--- src/rtl/serv_ext_mdu.sv ---
// serv_ext_mdu: RV32M multiply/divide responder for the serv extension port.
// One radix-2 step per cycle (32 steps), then a sign-fix cycle and a one-cycle
// o_ready strobe. Optional build macro SERV_EXT_MDU_EARLY_OUT_EN lets zero
// operands skip the iterative phase. RESET_STRATEGY "MINI" also resets the
// datapath registers; "NONE" resets only the control FSM and o_ready.
//
// Handshake: the core raises i_valid (a level) with stable i_funct3/i_rs1/i_rs2
// and holds it until it sees o_ready. The request is accepted on the rising edge
// where the FSM is IDLE and i_valid=1. o_ready is high for exactly one cycle
// with o_rd valid; o_rd then holds until the next acceptance. After the strobe
// the block waits for i_valid to drop before it can accept again, so a valid
// that is still high in the cycle after the strobe is never taken as a new
// request.
module serv_ext_mdu #(
    parameter RESET_STRATEGY = "MINI"
) (
    input  logic        clk,
    input  logic        i_rst,
    input  logic        i_valid,
    input  logic [2:0]  i_funct3,
    input  logic [31:0] i_rs1,
    input  logic [31:0] i_rs2,
    output logic        o_ready,
    output logic [31:0] o_rd,
    output logic [2:0]  o_state
);

    localparam logic [2:0] S_IDLE = 3'd0;
    localparam logic [2:0] S_CALC = 3'd1;
    localparam logic [2:0] S_FIX  = 3'd2;
    localparam logic [2:0] S_DONE = 3'd3;
    localparam logic [2:0] S_HOLD = 3'd4;

    logic [2:0]  state;
    logic [4:0]  cnt;

    // Datapath registers. For multiply, {acc, lo} is the shifting product and
    // lo starts as the multiplier; for divide, acc is the partial remainder and
    // lo shifts the dividend out while the quotient bits shift in.
    logic [31:0] acc, acc_nxt;
    logic [31:0] lo, lo_nxt;
    logic [31:0] opb, opb_nxt;
    logic [2:0]  f3, f3_nxt;
    logic        sign_q, sign_q_nxt;
    logic        sign_r, sign_r_nxt;
    logic [31:0] rd_nxt;

    // Operand decode at acceptance.
    logic        a_sgn, b_sgn, a_neg, b_neg;
    logic [31:0] a_mag, b_mag;
    logic        early_zero;

    // Step and result helpers.
    logic [32:0] sum;
    logic [32:0] diff;
    logic [63:0] prod, prod_s;
    logic [31:0] q_s, r_s;

    assign o_state = state;

    // rs1 is unsigned only for MULHU/DIVU/REMU; rs2 is signed only for MULH/DIV/REM.
    assign a_sgn = !(i_funct3 == 3'b011 || i_funct3 == 3'b101 || i_funct3 == 3'b111);
    assign b_sgn = (i_funct3 == 3'b001 || i_funct3 == 3'b100 || i_funct3 == 3'b110);
    assign a_neg = a_sgn & i_rs1[31];
    assign b_neg = b_sgn & i_rs2[31];
    assign a_mag = a_neg ? -i_rs1 : i_rs1;
    assign b_mag = b_neg ? -i_rs2 : i_rs2;

`ifdef SERV_EXT_MDU_EARLY_OUT_EN
    assign early_zero = (i_rs2 == 32'd0) || (!i_funct3[2] && i_rs1 == 32'd0);
`else
    assign early_zero = 1'b0;
`endif

    assign sum  = {1'b0, acc} + (lo[0] ? {1'b0, opb} : 33'd0);
    assign diff = {acc, lo[31]} - {1'b0, opb};

    // Sign correction: the whole 64-bit product is negated before a half is
    // picked; a zero divisor leaves the all-ones quotient uncorrected.
    assign prod   = {acc, lo};
    assign prod_s = sign_q ? -prod : prod;
    assign q_s    = (sign_q && opb != 32'd0) ? -lo : lo;
    assign r_s    = sign_r ? -acc : acc;

    // Control FSM: acceptance, step counter, result strobe and the HOLD guard.
    always_ff @(posedge clk or posedge i_rst) begin
        if (i_rst) begin
            state   <= S_IDLE;
            cnt     <= 5'd0;
            o_ready <= 1'b0;
        end else begin
            o_ready <= 1'b0;
            case (state)
                S_IDLE: begin
                    if (i_valid) begin
                        cnt   <= 5'd31;
                        state <= early_zero ? S_FIX : S_CALC;
                    end
                end
                S_CALC: begin
                    if (cnt == 5'd0) state <= S_FIX;
                    else             cnt   <= cnt - 5'd1;
                end
                S_FIX: begin
                    state   <= S_DONE;
                    o_ready <= 1'b1;
                end
                S_DONE: state <= S_HOLD;
                S_HOLD: begin
                    if (!i_valid) state <= S_IDLE;
                end
                default: state <= S_IDLE;
            endcase
        end
    end

    // Datapath next state: load on acceptance, one step per CALC cycle, result in FIX.
    always_comb begin
        acc_nxt    = acc;
        lo_nxt     = lo;
        opb_nxt    = opb;
        f3_nxt     = f3;
        sign_q_nxt = sign_q;
        sign_r_nxt = sign_r;
        rd_nxt     = o_rd;
        case (state)
            S_IDLE: begin
                if (i_valid) begin
                    f3_nxt     = i_funct3;
                    sign_q_nxt = a_neg ^ b_neg;
                    sign_r_nxt = a_neg;
                    acc_nxt    = 32'd0;
                    if (i_funct3[2]) begin
                        lo_nxt  = a_mag;
                        opb_nxt = b_mag;
                    end else begin
                        lo_nxt  = b_mag;
                        opb_nxt = a_mag;
                    end
                    // Preload what the iteration would have produced for a zero operand.
                    if (early_zero) begin
                        if (i_funct3[2]) begin
                            lo_nxt  = 32'hFFFF_FFFF;
                            acc_nxt = a_mag;
                            opb_nxt = 32'd0;
                        end else begin
                            lo_nxt  = 32'd0;
                            acc_nxt = 32'd0;
                        end
                    end
                end
            end
            S_CALC: begin
                if (f3[2]) begin
                    if (!diff[32]) begin
                        acc_nxt = diff[31:0];
                        lo_nxt  = {lo[30:0], 1'b1};
                    end else begin
                        acc_nxt = {acc[30:0], lo[31]};
                        lo_nxt  = {lo[30:0], 1'b0};
                    end
                end else begin
                    acc_nxt = sum[32:1];
                    lo_nxt  = {sum[0], lo[31:1]};
                end
            end
            S_FIX: begin
                case (f3)
                    3'b000:                 rd_nxt = prod_s[31:0];
                    3'b001, 3'b010, 3'b011: rd_nxt = prod_s[63:32];
                    3'b100, 3'b101:         rd_nxt = q_s;
                    default:                rd_nxt = r_s;
                endcase
            end
            default: ;
        endcase
    end

    generate
        if (RESET_STRATEGY == "NONE") begin : g_dp_nores
            // Datapath registers without reset.
            always_ff @(posedge clk) begin
                acc    <= acc_nxt;
                lo     <= lo_nxt;
                opb    <= opb_nxt;
                f3     <= f3_nxt;
                sign_q <= sign_q_nxt;
                sign_r <= sign_r_nxt;
                o_rd   <= rd_nxt;
            end
        end else begin : g_dp_rst
            // Datapath registers cleared by reset.
            always_ff @(posedge clk or posedge i_rst) begin
                if (i_rst) begin
                    acc    <= 32'd0;
                    lo     <= 32'd0;
                    opb    <= 32'd0;
                    f3     <= 3'd0;
                    sign_q <= 1'b0;
                    sign_r <= 1'b0;
                    o_rd   <= 32'd0;
                end else begin
                    acc    <= acc_nxt;
                    lo     <= lo_nxt;
                    opb    <= opb_nxt;
                    f3     <= f3_nxt;
                    sign_q <= sign_q_nxt;
                    sign_r <= sign_r_nxt;
                    o_rd   <= rd_nxt;
                end
            end
        end
    endgenerate

endmodule

--- config.mk ---
export PLATFORM = sky130hd
export DESIGN_NAME = serv_ext_mdu
export DESIGN_NICKNAME = d
export VERILOG_FILES = /design/src/rtl/serv_ext_mdu.sv
export SDC_FILE = /design/constraint.sdc
export NUM_CORES = 1
export LEC_CHECK = 0
export ABC_CLOCK_PERIOD_IN_PS = 8900
export CAP_MARGIN = 20
export CORE_ASPECT_RATIO = 1.2
export CORE_MARGIN = 3
export CORE_UTILIZATION = 51
export CTS_BUF_LIST = sky130_fd_sc_hd__clkbuf_4
export DETAILED_ROUTE_END_ITERATION = 10
export PLACE_DENSITY = 0.71
export RECOVER_POWER = 100
export SLEW_MARGIN = 40
export SYNTH_ARGS = -nofsm -noshare
export SYNTH_HDL_FRONTEND = slang
export SYNTH_SLANG_ARGS = --single-unit
--- constraint.sdc ---
create_clock -name clk -period 8.9 [get_ports clk]
set_clock_uncertainty 0.2 [all_clocks]
set_input_delay 0.89 -clock clk [delete_from_list [all_inputs] [get_ports clk]]
set_output_delay 0.89 -clock clk [all_outputs]
set_load 0.005 [all_outputs]
## Word level (Yosys, flattened, before mapping)

Cells that the tools add are included.

| word-level totals | value |
|---|---|
| flip-flop bits (word level) | 142 |
| input port bits | 70 |
| output and inout port bits | 36 |
| logic and storage cells | 82 |

| operators by class | value |
|---|---|
| add/subtract/negate cells | 8 |
| eq/ne operators | 19 |
| multiplexer cells | 25 |
| bitwise logic cells | 3 |
| reduce and logical (&&, ||, !) cells | 17 |

Operator list:

| kind | count |
|---|---|
| 2-to-1 mux 32 bit | 12 |
| negation 32 bit | 4 |
| one-hot mux 32 bit (2 select lines) | 2 |
| one-hot mux 32 bit (3 select lines) | 1 |
| 2-to-1 mux 64 bit | 1 |
| negation 64 bit | 1 |
| adder 32 x 32 -> 33 bit | 1 |
| subtractor 33 x 32 -> 33 bit | 1 |
| nonzero test 32 bit | 1 |
| equality test 3 bit, second input constant | 7 |
| equality test 3 x 2 -> 1 bit, second input constant | 5 |
| one-hot mux 3 bit (5 select lines) | 1 |
| 2-to-1 mux 5 bit | 2 |
| one-hot mux 5 bit (2 select lines) | 1 |
| equality test 3 x 1 -> 1 bit, second input constant | 3 |
| 2-to-1 mux 3 bit | 3 |
| != test 2 bit, second input constant | 4 |
| zero test 3 bit | 2 |
| AND reduction 3 bit | 2 |
| zero test 5 bit | 1 |
| subtractor 5 x 1 -> 5 bit, second input constant | 1 |
| logical OR 1 bit | 4 |
| AND reduction 2 bit | 2 |
| OR reduction 3 bit | 1 |
| 7 further kinds | 9 |

## Depth between registers and ports, before layout

Gate-level depths: netlist of the first run.

| logic depth | value |
|---|---|
| depth in word-level cells | 9 |
| gate-level depth with buffers | 14 |
| depth with buffers taken out | 14 |

## Worst setup path after synthesis of the first run

No wires, ideal clock.

| timing | value |
|---|---|
| path kind | reg-to-reg |
| start | reg lo[0] |
| end | reg o_rd[18] |
| library setup time | 0.129 ns |
| arrival | 3.789 ns |
| data required time | 8.571 ns |
| path slack | 4.782 ns |
| stages on the path, launching flop included | 15 |
| buffers on the path | 2 |
| clock period less this slack | 4.118 ns |
| cells stage by stage | dfrtp_1 > inv_1 > clkbuf_1 > ha_1 > or3b_4 > or3_4 > or4_4 > or3_1 > clkbuf_1 > or4_4 > o21ai_2 > xor2_1 > o221ai_1 > o21ai_1 > o21ai_1 |

| on the way | value |
|---|---|
| word-level cells in the longest chain between the ends | 3 |
| elaborated cells on any way between the ends | 5 |
| classes of those cells | 2 x add/sub; 3 x mux |

RTL lines:

| what | RTL line | text |
|---|---|---|
| from (decl) | 41 | `logic [31:0] lo, lo_nxt;` |
| from (signal assigned) | 204 | `lo <= lo_nxt;` |
| negation 64 bit or negation 32 bit (tied branches) | 81, 82 |  |
| 2-to-1 mux 64 bit or 2-to-1 mux 32 bit (tied branches) | 81, 82 |  |
| one-hot mux 32 bit (3 select lines) * | 168 | `case (f3)` |
| to (signal assigned) | 209 | `o_rd <= rd_nxt;` |
| to (decl) | 24 | `output logic [31:0] o_rd,` |

Mark *: on every way between the ends. The rest lies on a longest branch, timed or not.
A chain may end at the register's enable or synchronous reset.

## Worst setup path after layout of the first run

| timing | value |
|---|---|
| start | reg acc[0] |
| end | reg acc[0] |

| on the way | value |
|---|---|
| word-level cells in the longest chain between the ends | 4 |
| elaborated cells on any way between the ends | 5 |
| classes of those cells | 2 x add/sub; 3 x mux |

RTL lines:

| what | RTL line | text |
|---|---|---|
| from (decl) | 40 | `logic [31:0] acc, acc_nxt;` |
| from (signal assigned) | 203 | `acc <= acc_nxt;` |
| subtractor 33 x 32 -> 33 bit | 76 | `assign diff = {acc, lo[31]} - {1'b0, opb};` |
| 2-to-1 mux 32 bit | 155 | `if (!diff[32]) begin` |
| 2-to-1 mux 32 bit * | 154 | `if (f3[2]) begin` |
| one-hot mux 32 bit (2 select lines) * | 126 | `case (state)` |

Marked as above.

==> results of run 1 <==
[synthesized netlist by cell type (19+ instances only)]
library cell	n
a21o_1	20
xor2_1	79
xnor2_1	121
o211ai_1	27
o221ai_1	36
o21ai_0	233
mux2i_1	51
o31ai_1	25
a31oi_1	21
nand2_1	257
inv_1	71
clkbuf_1	123
a21oi_1	161
nor2_1	179
nand2b_1	19
nor4_1	26
dfrtp_1	142
ha_1	70
nor3_1	40
or3_1	35
[worst max-delay path by stage]
| stage | cells after the start | endpoint |
|---|---|---|
| CTS | 12 | o_rd[26] |
| detailed placement | 10 | lo[31] |
| global placement | 12 | o_rd[18] |
| global route | 13 | acc[0] |
| finish | 12 | acc[0] |
| floorplan | 1 | acc[0] |
[metrics by stage]
stage	hold slack, ps	util, %	instances	total power [mW]	area, sq um
after CTS	302	57.1	2381	6.54	16000
after detailed placement	270	56.2	2349	6.11	15700
after global routing	314	56.9	2383	7.15	15900
after floorplan	269	-	1985	4.67	14500
after global placement	265	56.1	2349	6.02	15700
final	294	56.9	2383	6.62	15900
[power breakdown]
part | switching, mW | internal, mW | leakage (nW)
logic | 2.84 | 1.82 | 4.56
registers | 0.604 | 0.944 | 1.76
clock network | 0.301 | 0.120 | 0.140
[kinds of logic after synthesis]
kind of cell             share of synthesized area, %
AO/OA/AOI/OAI                                    27.5
AND/OR/NAND/NOR                                  20.3
buffers and inverters                            5.72
XOR/XNOR                                         12.0
flip-flops                                       24.4
adder cells (fa/ha/maj)                          6.30
multiplexers                                     3.74
[worst min-delay path, delay by kind of cell (launching register included)]
kind             cells  cell delay, ps
AND/OR/NAND/NOR      1              50
flip-flops           1             370
AO/OA/AOI/OAI        1              60
[sequential cells by signal, summed over array words and instances, names as in the netlist]
name / cells
lo: 32
o_ready: 1
o_state: 3
opb: 32
sign_r: 1
o_rd: 32
cnt: 5
sign_q: 1
acc: 32
f3: 3
[cells in the final DEF (no fill, tap or decap), types with 16 or more instances in the layout]
cell	Yosys	layout
a21oi_1	161	161
o31ai_1	25	25
nor2_1	179	179
or3_1	35	36
inv_1	71	69
o211ai_1	27	27
xor2_1	79	79
nand2b_1	19	19
xnor2_1	121	120
o221ai_1	36	36
clkbuf_4	0	17
clkdlybuf4s50_1	0	64
dlygate4sd3_1	0	40
a21o_1	20	20
nor4_1	26	25
nand2_1	257	256
nand3_1	16	16
o21ai_0	233	238
a31oi_1	21	21
dfrtp_1	142	141
nor3_1	40	39
ha_1	70	70
a211oi_1	17	17
mux2i_1	51	51
[routing by layer]
layer  routed length (um)  vias up
li1                     -     7132
met1                22300     7144
met2                23200      690
met3                 4240      156
met4                 3080        2
met5                   10        -
[final cells by class]
cell class | instances | area share [%]
repair buffers | 129 | 7.57
diodes | 1 | 0.0157
multi-input cells | 1626 | 63.8
flip-flops and latches | 142 | 22.3
clock buffers | 17 | 0.800
clock inverters | 15 | 0.793
well taps | 379 | 2.97
inverters | 74 | 1.75
==> results_dict.tcl, run 1 <==
set metrics [dict create \
    outcome "finished with violations" \
    failed_checks "max-capacitance violations, max-slew violations" \
    htreeDepth 4 \
    synth_area_sq_um 14500 \
    grt.busiest_layer "met2" \
    core_region_area_sq_um 28000 \
    r2r-end "acc[0]" \
    rows 67 \
    first_global_vias 14418 \
    ys_types 76 \
    antenna_found_initial 2 \
    crit_fanout 50 \
    r2r_start "acc[0]" \
    async_flop_share_pct 100 \
    fp.dieW_um 160 \
    postCtsSetupBuffers 0 \
    firstDrtPassIters 6 \
    synth.avg_cell_area_sq_um 7.33 \
    slew_headroom_pct -124 \
    ff2ff_setup_slack_ps 2880 \
    nNetsFinal 2132 \
    track_usage_pct 34.1 \
    overflow 0 \
    die_area_sq_um 30600 \
    max_freq_ghz 0.166 \
    reg2regPathDepth 12 \
    critical_path_class "flip-flop to flip-flop" \
    clkSlewWorstSetupHoldPaths_ps 150 \
    cp-startpoint "acc[0]" \
    start_util_pct 52.0 \
    min_to "o_rd[23]" \
    synth_area_leaders "dfrtp_1 24%, o21ai_0 8.0%, xnor2_1 7.3%, nand2_1 6.6%, ha_1 6.0%" \
    grt_util_met1_pct 44.9 \
    dp_slack_ps 4160 \
    drt-wirelength-per-cell_um 22.2 \
    crit_family "compound AO/OA/AOI/OAI gates" \
    register_area_sq_um 3550 \
    tightestPinTransition_ps 3340 \
    ioPinCount 106 \
    rsz0062_at_grt "no" \
    yosys_warnings 0 \
    timing.critical_path.buf_inv 2 \
    hp-start "o_rd[23]" \
    cap_viol_max_count 7 \
    cts_tree "built" \
    hp-class "flip-flop to flip-flop" \
    die_y_um 191 \
    use_met3_pct 6.85 \
    min_period_ps 6020 \
    portBuffers 105 \
    worstPathRequired_ps 9200 \
    vdd_drop_max_mv 0.272 \
    synth_edf_count 0 \
    synth_top_area_share_pct 24.4 \
    setup-tns-final_ps 0 \
    num-fill-cells 2735 \
    drc 0 \
    slew_violations 358 \
    synth.net_count 2127 \
    ctsResizeCount 0 \
    syn2layout_area_growth_pct 9.59 \
    arrival_ps 6310 \
    cpPeakStageDelay_ps 1720 \
    p_leak_nw 6.46 \
    hold_viol 0 \
    finalCritPeriodShare_pct 67.6 \
    synth_ff_type "dfrtp_1" \
    grtUsageMet2_pct 52.9 \
    num_vias 15124 \
    crit_chain "inv_1, fa_1, nand2b_1, a21oi_1, o21ai_0, a21oi_1, a21oi_1, o21ai_0, xnor2_2, clkbuf_1, o21ai_0, a221o_1" \
    grt_pass1_wl_mm 82.6 \
    multi_input_area_sq_um 10200 \
    hold_buffers 0 \
    cpMaxStageDelayCell "clkbuf_1" \
    dp_hpwl_mm 39.5 \
    cp-start-kind "flip-flop" \
    drt_wl_total_mm 52.9 \
    drive_gt1_share_pct 3.49 \
    setup_viol 0 \
    crit_path_end_kind "flip-flop" \
    root_buffer "clkbuf_4" \
    grt_max_degree 92 \
    setup_slack_ps 2880 \
    detail-route-antenna-nets 0 \
    drtIter0Drc 1559 \
    cts.path.max_buffers 2 \
    netlist_instances 1985 \
    synth_top_area_cell "dfrtp_1" \
    clock-sinks 142 \
    powerDensity_nw_per_um2 416 \
    ys_ff_latch 142 \
    min_delay_path_depth 2 \
    synth_seq_area_share_pct 24.4 \
    clk_latency_ps 620 \
    gp_congestion 0.979 \
    numCtsBuffers 17 \
    viasPerCell 6.35 \
]
Note: power is estimated with default switching activity, not from simulation.
==> inputs of run 2 (changes only) <==
--- a/config.mk
+++ b/config.mk
@@ -5,7 +5,7 @@
 export SDC_FILE = /design/constraint.sdc
 export NUM_CORES = 1
 export LEC_CHECK = 0
-export ABC_CLOCK_PERIOD_IN_PS = 8900
+export ABC_CLOCK_PERIOD_IN_PS = 5700
 export CAP_MARGIN = 20
 export CORE_ASPECT_RATIO = 1.2
 export CORE_MARGIN = 3
==> constraint.sdc (replaced) <==
create_clock -name clk -period 5.7 [get_ports clk]
set_clock_uncertainty 0.2 [all_clocks]
set_input_delay 0.57 -clock clk [delete_from_list [all_inputs] [get_ports clk]]
set_output_delay 0.57 -clock clk [all_outputs]
set_load 0.005 [all_outputs]
==> run 2 against run 1 <==
  * The flow still finishes with violations (max-capacitance violations, max-slew violations)
  * Sequential power rose by 41%
  * Core utilization is 0.62 points higher
  * Worst setup slack got worse by 2000 ps
  * First-iteration DRC count rose by 4.5%
  * Wire length is 3.2% lower
  * Die area stayed put
  * Count of clock-buffer cells in the layout unchanged
  * Total power is 57% higher
  * Cell area rose by 1.1%
  * Clock power increased by 67%
  * Sequential share of layout area fell by 0.24 points
  * Critical path type unchanged
  * Highest routed layer is now met4
==> results_dict.tcl, run 2 (same netlist as run 1, synthesis figures left out) <==
set metrics [dict create \
    outcome "finished with violations" \
    failed_checks "max-capacitance violations, max-slew violations" \
    hold_buffers 0 \
    vdd_drop_max_mv 0.335 \
    clk_latency_ps 620 \
    nNetsFinal 2150 \
    slew_headroom_pct -70.1 \
    syn2layout_area_growth_pct 10.8 \
    grt_pass1_wl_mm 79.6 \
    clkSlewWorstSetupHoldPaths_ps 130 \
    cts_tree "built" \
    numCtsBuffers 17 \
    hp-class "flip-flop to flip-flop" \
    final_common_cell "nand2_1" \
    rsz0062_at_grt "no" \
    root_buffer "clkbuf_4" \
    worstPathRequired_ps 5990 \
    core_region_area_sq_um 28000 \
    detail-route-antenna-nets 0 \
    dp_hpwl_mm 38.6 \
    ioPinCount 106 \
    start_util_pct 52.0 \
    clock-sinks 142 \
    fp.dieW_um 160 \
    track_usage_pct 32.8 \
    postCtsSetupBuffers 0 \
    die_y_um 191 \
    tightestPinTransition_ps 2540 \
    crit_fanout 44 \
    htreeDepth 4 \
    cp-start-kind "flip-flop" \
    die_area_sq_um 30600 \
    arrival_ps 5150 \
    rows 67 \
    powerDensity_nw_per_um2 644 \
    finalCritPeriodShare_pct 85.3 \
    first_global_vias 14209 \
    hold_viol 0 \
    critical_path_class "flip-flop to flip-flop" \
    layout_common_cells "256 x nand2_1, 237 x o21ai_0, 179 x nor2_1" \
    firstDrtPassIters 7 \
    drc 0 \
    viasPerCell 6.31 \
    ctsResizeCount 0 \
    drtIter0Drc 1629 \
    drive_gt1_share_pct 4.45 \
    crit_path_end_kind "flip-flop" \
    portBuffers 105 \
    drt_wl_total_mm 51.2 \
    slew_violations 230 \
    grt_max_degree 101 \
    drt-wirelength-per-cell_um 21.3 \
    antenna_found_initial 1 \
    p_leak_nw 6.57 \
    max_freq_ghz 0.206 \
    total_power_mw 10.4 \
    num_vias 15165 \
    overflow 0 \
    setup_viol 0 \
    cts.path.max_buffers 2 \
    cap_viol_max_count 5 \
    gp_congestion 0.998 \
    setup-tns-final_ps 0 \
    min_period_ps 4860 \
]
## run 2: critical path, cell delays in order (launching register included)
cell	delay, ps
dfrtp_1	510
inv_1	110
ha_1	250
fa_1	400
nand2b_1	200
a21oi_1	160
o21ai_0	140
a21oi_1	270
a21oi_1	240
o21ai_0	680
xnor2_2	250
clkbuf_2	800
o21ai_0	180
a221o_1	350
## run 2: path summary, 6_finish.rpt
kind / cells past startpoint / endpoint / slack, ps / start
setup / recovery: 13 / acc[1] / 840 / lo[31]
min in group asynchronous: 2 / acc[18] / 860 / i_rst
hold / removal: 2 / o_rd[11] / 290 / o_rd[11]
max in group asynchronous: 4 / f3[2] / 2680 / i_rst
hold reg to reg: 2 / o_rd[11] / 290 / o_rd[11]
setup reg to reg: 13 / acc[1] / 840 / lo[31]
## run 2: final cells by class
cell class	count	area [sq um]
Tap cell	379	474
Multi-Input combinational cell	1626	10200
Timing Repair Buffer	147	1360
Sequential cell	142	3550
Inverter	74	279
Antenna cell	3	7.51
Clock inverter	15	153
Clock buffer	17	128
Fill cell	2689	11900
## run 2: through the flow
stage	util [%]	instances	hold slack [ps]	setup slack, ps	area (sq um)
finish	57.6	2403	288	839	16100
detailed placement	56.6	2367	270	1130	15900
floorplan	-	1985	269	1120	14500
global placement	56.6	2367	261	1170	15900
global route	57.5	2402	321	505	16100
CTS	57.6	2399	290	1120	16100
## run 2: routing by layer
layer / global-route usage, % / share of wire [%] / vias to the layer above
met5: 0 / 0 / -
met4: 17.6 / 5.6 / 0
met3: 6.16 / 8.2 / 135
met2: 50.9 / 44 / 728
met1: 43.3 / 42 / 7119
li1: - / - / 7183
## run 2: power by group
part	leakage (nW)	internal (mW)	switching (mW)
clock network	0.152	0.231	0.470
logic	4.66	2.89	4.59
registers	1.76	1.48	0.715
total	6.57	4.60	5.78
==> inputs of run 3 (changes only) <==
--- a/config.mk
+++ b/config.mk
@@ -7,7 +7,6 @@
 export LEC_CHECK = 0
 export ABC_CLOCK_PERIOD_IN_PS = 5700
 export CAP_MARGIN = 20
-export CORE_ASPECT_RATIO = 1.2
 export CORE_MARGIN = 3
 export CORE_UTILIZATION = 51
 export CTS_BUF_LIST = sky130_fd_sc_hd__clkbuf_4
==> run 3 against run 2 <==
  * The run still ends with max-capacitance violations, max-slew violations left
  * Total power up 0.13%
  * Cell count down 0.62%
  * Cell area down 0.37%
  * Critical path type unchanged
==> results_dict.tcl, run 3 (same netlist as run 1, synthesis figures left out) <==
set metrics [dict create \
    arrival_ps 5050 \
    fin_area_sq_um 16100 \
    gp_congestion 1.01 \
    clk_latency_ps 610 \
    setup_slack_ps 884 \
    dp.cells 2354 \
    powerDensity_nw_per_um2 647 \
    vdd_drop_max_mv 0.480 \
    outcome "finished with violations" \
    total_power_mw 10.4 \
    r2r_start "lo[0]" \
    min_period_ps 4820 \
    crit_chain "inv_1, buf_4, ha_1, or3b_1, or3_1, or4_1, or3_1, or4_1, o21ai_0, xor2_1, o221ai_1, o21ai_1, o21ai_1" \
    slew_violations 189 \
    whs_ps 218 \
    hold_viol 0 \
    layout_common_cells "257 x nand2_1, 238 x o21ai_0, 176 x nor2_1" \
    hp-start "i_funct3[2]" \
    worstPathRequired_ps 5940 \
    grt_util_met1_pct 45.9 \
    dp_hpwl_mm 39.0 \
    hp-class "input port to flip-flop" \
    max_freq_ghz 0.208 \
    cts_tree "built" \
    dp_slack_ps 1190 \
    num-fill-cells 2706 \
    tightestPinTransition_ps 2340 \
    first_global_vias 14238 \
    grt.busiest_layer "met2" \
    detail-route-antenna-nets 0 \
    clkSlewWorstSetupHoldPaths_ps 190 \
    track_usage_pct 33.3 \
    failed_checks "max-capacitance violations, max-slew violations" \
    drtIter0Drc 1868 \
    postCtsSetupBuffers 0 \
    antenna_found_initial 2 \
    grtUsageMet2_pct 51.2 \
    cts.path.max_buffers 2 \
    grt_max_degree 101 \
    slew_headroom_pct -55.7 \
    rsz0062_at_grt "no" \
    drive_gt1_share_pct 3.88 \
    overflow 0 \
    portBuffers 105 \
    die_y_um 175 \
    cp-start-kind "flip-flop" \
    final_cell_count_no_fill 2388 \
    syn2layout_area_growth_pct 10.4 \
    viasPerCell 6.46 \
    firstDrtPassIters 7 \
    grt_pass1_wl_mm 80.9 \
    fp.dieW_um 175 \
    placed_area_sq_um 15800 \
    cpPeakStageDelay_ps 630 \
    drt-wirelength-per-cell_um 21.8 \
    core_region_area_sq_um 27900 \
    hold_buffers 0 \
    crit_path_end_kind "flip-flop" \
    cp-startpoint "lo[0]" \
    clock-sinks 142 \
    finalCritPeriodShare_pct 84.5 \
    nNetsFinal 2138 \
    numCtsBuffers 17 \
    critical_path_class "flip-flop to flip-flop" \
    start_util_pct 52.1 \
    setup-tns-final_ps 0 \
    setup_viol 0 \
    rows 61 \
    fin_util_pct 57.5 \
    root_buffer "clkbuf_4" \
    ctsResizeCount 0 \
    final_common_cell "nand2_1" \
    ioPinCount 106 \
    p_leak_nw 6.52 \
    die_area_sq_um 30600 \
    cpMaxStageDelayCell "or4_1" \
    drt_wl_total_mm 52.1 \
    htreeDepth 4 \
    crit_fanout 31 \
    drc 0 \
    cap_viol_max_count 4 \
    num_vias 15428 \
    use_met3_pct 7.50 \
]
-- run 3: cell count changes in the layout (fill, tap and decap cells not counted), sizes merged --
| cell | before | now |
|---|---|---|
| buf | 36 | 25 |
| bufinv | 1 | 0 |
| clkbuf | 24 | 23 |
| clkinv | 9 | 11 |
| clkinvlp | 2 | 0 |
| diode | 3 | 1 |
| inv | 77 | 78 |
-- run 3: area by class of cell --
cell class,instances,area [sq um],share of cell area [%]
diodes,1,2.50,0.0156
clock buffers,17,128,0.795
clock inverters,15,186,1.16
inverters,74,285,1.78
multi-input cells,1626,10200,63.4
flip-flops and latches,142,3560,22.2
well taps,378,473,2.95
repair buffers,135,1250,7.79
-- run 3: critical path, delay by kind of cell, from the launching register on --
| kind | cells | cell delay (ps) |
|---|---|---|
| AND/OR/NAND/NOR | 5 | 2570 |
| AO/OA/AOI/OAI | 4 | 550 |
| flip-flops | 1 | 460 |
| buffers and inverters | 2 | 430 |
| adder cells (fa/ha/maj) | 1 | 270 |
| XOR/XNOR | 1 | 190 |
-- run 3: path summary, 6_finish.rpt --
kind | cells after the start | endpoint | slack (ps)
setup / recovery | 13 | o_rd[18] | 880
hold / removal | 3 | opb[24] | 220
setup reg to reg | 13 | o_rd[18] | 880
hold reg to reg | 2 | o_rd[11] | 290
max in group asynchronous | 3 | opb[4] | 2250
min in group asynchronous | 2 | acc[31] | 380
-- run 3: power breakdown --
part           internal (mW)  switching [mW]
Sequential              1.47           0.878
Combinational           2.86            4.45
Clock                  0.211           0.518
-- run 3: layer usage --
layer / routed length [um] / vias to the layer above
met5: 0 / -
li1: - / 7149
met2: 22600 / 921
met4: 2330 / 0
met1: 21700 / 7184
met3: 5570 / 174
